<file path="src/rtl/muldiv_unit.sv">
// Iterative 16-bit unsigned multiply/divide unit.
// Shift-add multiply and restoring divide share one accumulator.
module muldiv_unit #(
  parameter int WIDTH  = 16,
  parameter int REG_AW = 3,
  parameter int ITER   = 16
) (
  input  logic              clk,
  input  logic              reset,
  input  logic              start,
  input  logic              kill,
  input  logic [1:0]        op,
  input  logic [WIDTH-1:0]  a,
  input  logic [WIDTH-1:0]  b,
  input  logic [REG_AW-1:0] dest,
  output logic              busy,
  output logic              wb_we,
  output logic [REG_AW-1:0] wb_ws,
  output logic [WIDTH-1:0]  wb_wd
);

  localparam int CW = $clog2(ITER);
  localparam logic [CW-1:0] LAST = CW'(ITER - 1);

  typedef enum logic [1:0] {
    S_IDLE,
    S_RUN,
    S_DONE
  } state_t;

  state_t              state_q, state_d;
  logic [1:0]          op_q, op_d;
  logic [WIDTH-1:0]    a_q, a_d;
  logic [WIDTH-1:0]    b_q, b_d;
  logic [REG_AW-1:0]   dest_q, dest_d;
  logic [CW-1:0]       cnt_q, cnt_d;
  logic [2*WIDTH-1:0]  acc_q, acc_d;
  logic [REG_AW-1:0]   ws_q, ws_d;
  logic [WIDTH-1:0]    wd_q, wd_d;

  logic [WIDTH:0]      mul_sum;
  logic [WIDTH:0]      trial;
  logic [2*WIDTH-1:0]  step;
  logic [WIDTH-1:0]    res;

  // Multiply: upper half accumulates, multiplier drains out of the low half.
  // Divide: upper half is the remainder, low half shifts dividend into quotient.
  always_comb begin
    mul_sum = {1'b0, acc_q[2*WIDTH-1:WIDTH]}
            + (acc_q[0] ? {1'b0, a_q} : '0);
    trial   = {acc_q[2*WIDTH-1:WIDTH], acc_q[WIDTH-1]}
            - {1'b0, b_q};
    if (op_q[1]) begin
      if (trial[WIDTH])
        step = {acc_q[2*WIDTH-2:0], 1'b0};
      else
        step = {trial[WIDTH-1:0], acc_q[WIDTH-2:0], 1'b1};
    end else begin
      step = {mul_sum, acc_q[WIDTH-1:1]};
    end
    unique case (op_q)
      2'b00:   res = step[WIDTH-1:0];
      2'b01:   res = step[2*WIDTH-1:WIDTH];
      2'b10:   res = step[WIDTH-1:0];
      default: res = step[2*WIDTH-1:WIDTH];
    endcase
  end

  always_comb begin
    state_d = state_q;
    op_d    = op_q;
    a_d     = a_q;
    b_d     = b_q;
    dest_d  = dest_q;
    cnt_d   = cnt_q;
    acc_d   = acc_q;
    ws_d    = ws_q;
    wd_d    = wd_q;
    unique case (state_q)
      S_IDLE: begin
        if (start && !kill) begin
          op_d    = op;
          a_d     = a;
          b_d     = b;
          dest_d  = dest;
          cnt_d   = '0;
          acc_d   = op[1] ? {{WIDTH{1'b0}}, a}
                          : {{WIDTH{1'b0}}, b};
          state_d = S_RUN;
        end
      end
      S_RUN: begin
        if (kill) begin
          state_d = S_IDLE;
        end else begin
          acc_d = step;
          cnt_d = cnt_q + CW'(1);
          if (cnt_q == LAST) begin
            ws_d    = dest_q;
            wd_d    = res;
            state_d = S_DONE;
          end
        end
      end
      S_DONE: state_d = S_IDLE;
      default: state_d = S_IDLE;
    endcase
  end

  always_ff @(posedge clk or negedge reset) begin
    if (!reset) begin
      state_q <= S_IDLE;
      op_q    <= '0;
      a_q     <= '0;
      b_q     <= '0;
      dest_q  <= '0;
      cnt_q   <= '0;
      acc_q   <= '0;
      ws_q    <= '0;
      wd_q    <= '0;
    end else begin
      state_q <= state_d;
      op_q    <= op_d;
      a_q     <= a_d;
      b_q     <= b_d;
      dest_q  <= dest_d;
      cnt_q   <= cnt_d;
      acc_q   <= acc_d;
      ws_q    <= ws_d;
      wd_q    <= wd_d;
    end
  end

  assign busy  = (state_q != S_IDLE);
  assign wb_we = (state_q == S_DONE) && !kill;
  assign wb_ws = ws_q;
  assign wb_wd = wd_q;

endmodule
</file>
<file path="config.mk">
export PLATFORM = sky130hd
export DESIGN_NAME = muldiv_unit
export DESIGN_NICKNAME = d
export VERILOG_FILES = /design/src/rtl/muldiv_unit.sv
export SDC_FILE = /design/constraint.sdc
export NUM_CORES = 1
export LEC_CHECK = 0
export ABC_AREA = 1
export ABC_CLOCK_PERIOD_IN_PS = 2200
export CORE_MARGIN = 2
export CORE_UTILIZATION = 50
export DETAILED_ROUTE_END_ITERATION = 8
export MAX_ROUTING_LAYER = met4
export PLACE_DENSITY = 0.85
export SYNTH_ARGS = -nofsm -noshare
export SYNTH_HDL_FRONTEND = slang
export SYNTH_SLANG_ARGS = --single-unit
</file>
<file path="constraint.sdc">
create_clock -name clk -period 2.2 [get_ports clk]
set_input_delay 0.55 -clock clk [delete_from_list [all_inputs] [get_ports clk]]
set_output_delay 0.55 -clock clk [all_outputs]
set_load 0.03 [all_outputs]
</file>
==> results.ini <==
[status]
violations=negative setup slack
status=finished, violations left

[worst_hold_path]
min_path_type=in -> async

[global_routing]
grt_max_degree=38
antenna_found_initial=0
track_usage=0.3033
grt_pass1_vias=6752
grt_remaining_overflow=0
grt_pass1_wl_um=33310

[yosys]
synth_seq_area_share=0.3509
syn_inst=1017
synth_nets=1093
ys.flop_type=dfrtp_1
synth_edf_count=0
synthArstFlopShare=1.000
syn_area_per_cell_um2=6.591
yosysWarnings=0
synthDistinctLibCells=43
synth-seq-cells=94
synth.cell_area_um2=6703

[clock_tree]
clkLatencyLatePin_ns=0.34
clock-sinks=94
htreeDepth=3
cts_tree=yes
clk_pin_slew_ns=0.07
cts-buffers-inserted=9
clockRootBuffer=clkbuf_16
clk_path_buf_depth=2

[worst_setup_path]
critPathKind=reg -> reg
start_kind=register
cp_max_fo=4
cpMostUsedCell=nand2_2
path_cells=inv_2 > ha_4 > inv_2 > fa_2 > nand2_2 > nand2_2 > nand3_2 > nand2_2 > nand2_4 > nand3_4 > nand2_4 > nand2_2 > nand3_2 > nand2_1 > nand2_1 > nand2_1
path_depth=16
cpPeakStageDelay_ns=0.40
r2r_slack_ns=-0.15
endpoint_kind=register
path_delay_family=simple AND/OR/NAND/NOR gates
crit_buf_inv=2
arrival_ns=2.57
r2r_cells=16
critPathRequiredTime_ns=2.42
cpMaxStageDelayCell=dfrtp_1

[layout]
diodes=0
num-nets-final=1217
final_area_um2=8808
area_growth_pct=31.42
drive_above_1_share=0.1930
final_util=0.6678
fin_cells=1321
layout_common_cells=nand2_1 (382), inv_1 (125), dfrtp_1 (94)
ff_latch_area_um2=2352
layout_commonest_cell=nand2_1
multi_input_area_um2=4105
fillers=1045

[sta]
min_period_ns=2.346
hold_viol_final=0
worst_slew_pin_slew_ns=0.4978
slew_viol_final=0
hold_ws_ns=0.1497
relSlewSlack=0.6639
fin_crit_sh=1.066
setup_viol=33
final.setup_skew_ns=0.004312
max_freq_ghz=0.4263
setup_ws_ns=-0.1459
rsz0062_at_grt=yes

[placement]
dpl_cell_area_um2=7935
hpwl_um=14990
place_inst=1290
port_buffers=61
gp_congestion=1.005

[route]
m1WireLength_um=8563
totalWireLength_um=22280
vias=7395
drc=0
routed-wl-met3_um=1760
viasPerCell=5.598
drt_iter0_markers=851
wl_per_cell_um=16.87
route.met2.wl_um=10510
ant_nets=0
drtPass1Iterations=8
dr.max_layer_used=met4

[power_and_ir_drop]
power_density_nw_per_um2=1168
power.leakage_nw=4.792
peakVddDrop_mv=0.6534

[die]
die_y_um=119.8
chipWidth_um=119.8
initial_utilization=0.5082
ioPinCount=62
row_count=42
dieArea_um2=14350
core-area_um2=13190

[job]
cap_violations=0

-- cell type report --
| cell class | instances | share of cell area |
|---|---|---|
| tap | 176 | 0.02500 |
| timing repair buffer | 144 | 0.1499 |
| clock buffer | 12 | 0.02798 |
| clock inverter | 3 | 0.007812 |
| inverter | 132 | 0.05625 |
| sequential | 94 | 0.2670 |
| multi-input combinational | 760 | 0.4661 |
-- worst register-to-register path, delay by kind of cell (launching register included) --
kind	cells	cell delay, ns
and+or+nand+nor	12	1.22
adders and majority gates	2	0.48
DFF	1	0.40
buffers and inverters	2	0.13
-- routing by layer --
| metal | vias up | GRT usage |
|---|---|---|
| met3 | 121 | 0.03992 |
| met4 | 0 | 0.1397 |
| met5 | - | - |
| met1 | 3379 | 0.3732 |
| met2 | 470 | 0.4986 |
| li1 | 3425 | - |
-- worst paths after layout --
path | startpoint | endpoint
setup / recovery | acc_q[15] | acc_q[22]
hold / removal | reset | b_q[12]
setup reg to reg | acc_q[15] | acc_q[22]
hold reg to reg | a_q[3] | a_q[3]
max in group asynchronous | reset | cnt_q[3]
min in group clk | a_q[3] | a_q[3]
-- what timing repair did --
action | 4_1_cts | 5_1_grt
gates cloned | 3 | 0
resized for setup | 52 | 56
endpoints found under the setup margin | 33 | 33
buffers inserted | 6 | 7
pin swaps | 21 | 32
hold buffers | 0 | 0
hold endpoints to repair | 0 | 0
-- cells in the mapped netlist (2+ instances only) --
master,instances,area (um^2)
o21ai_0,49,245.2
dfrtp_1,94,2352
xor2_1,6,52.55
a21o_1,3,22.52
ha_1,33,412.9
nand2_2,16,100.1
nor2_1,80,300.3
clkbuf_1,20,75.07
nand2_1,425,1595
xnor2_1,3,26.28
a21oi_1,29,145.1
a21oi_2,2,17.52
buf_2,4,20.02
clkinv_1,2,7.510
fa_1,2,40.04
nor3_1,10,50.05
nand3b_1,3,22.52
nand2_4,2,22.52
nand4_1,3,18.77
o21ai_1,2,10.01
o21a_1,2,15.01
nand3_1,53,265.3
buf_4,2,15.01
and2_1,2,12.51
or2_2,2,12.51
o311ai_0,15,131.4
nand3_2,7,70.07
inv_1,129,484.2
nor2_2,3,18.77
-- kinds of logic (layout without fill, tap and decap cells) --
logic type / after synthesis / in the layout / share of synthesized area
simple gates: 608 / 611 / 0.3745
buf+inv: 166 / 291 / 0.1042
compound gates: 105 / 105 / 0.09110
flops: 94 / 94 / 0.3509
fa+ha+maj: 35 / 35 / 0.06758
xor+xnor: 9 / 9 / 0.01176
-- power breakdown --
part	switching [W]	internal, W
sequential	0.000298	0.00207
combinational	0.00383	0.00236
clock	0.000699	0.00103
-- stage by stage --
stage | power (W) | setup WS [ns] | setup TNS (ns)
final | 0.01029 | -0.1459 | -2.963
after global routing | 0.01089 | -0.2450 | -5.576
after CTS | 0.009647 | -0.02513 | -0.2596
after detailed placement | 0.007330 | -0.2272 | -6.111
after global placement | 0.007247 | -0.1171 | -2.177
after floorplan | 0.005767 | 0.01902 | 0
-- registers in the layout (all words and copies together), names as in the netlist --
signal	count
a_q	16
cnt_q	4
wb_ws	3
wb_wd	16
state_q	2
dest_q	3
acc_q	32
b_q	16
op_q	2
No activity file was read; power rests on OpenSTA's default activity.
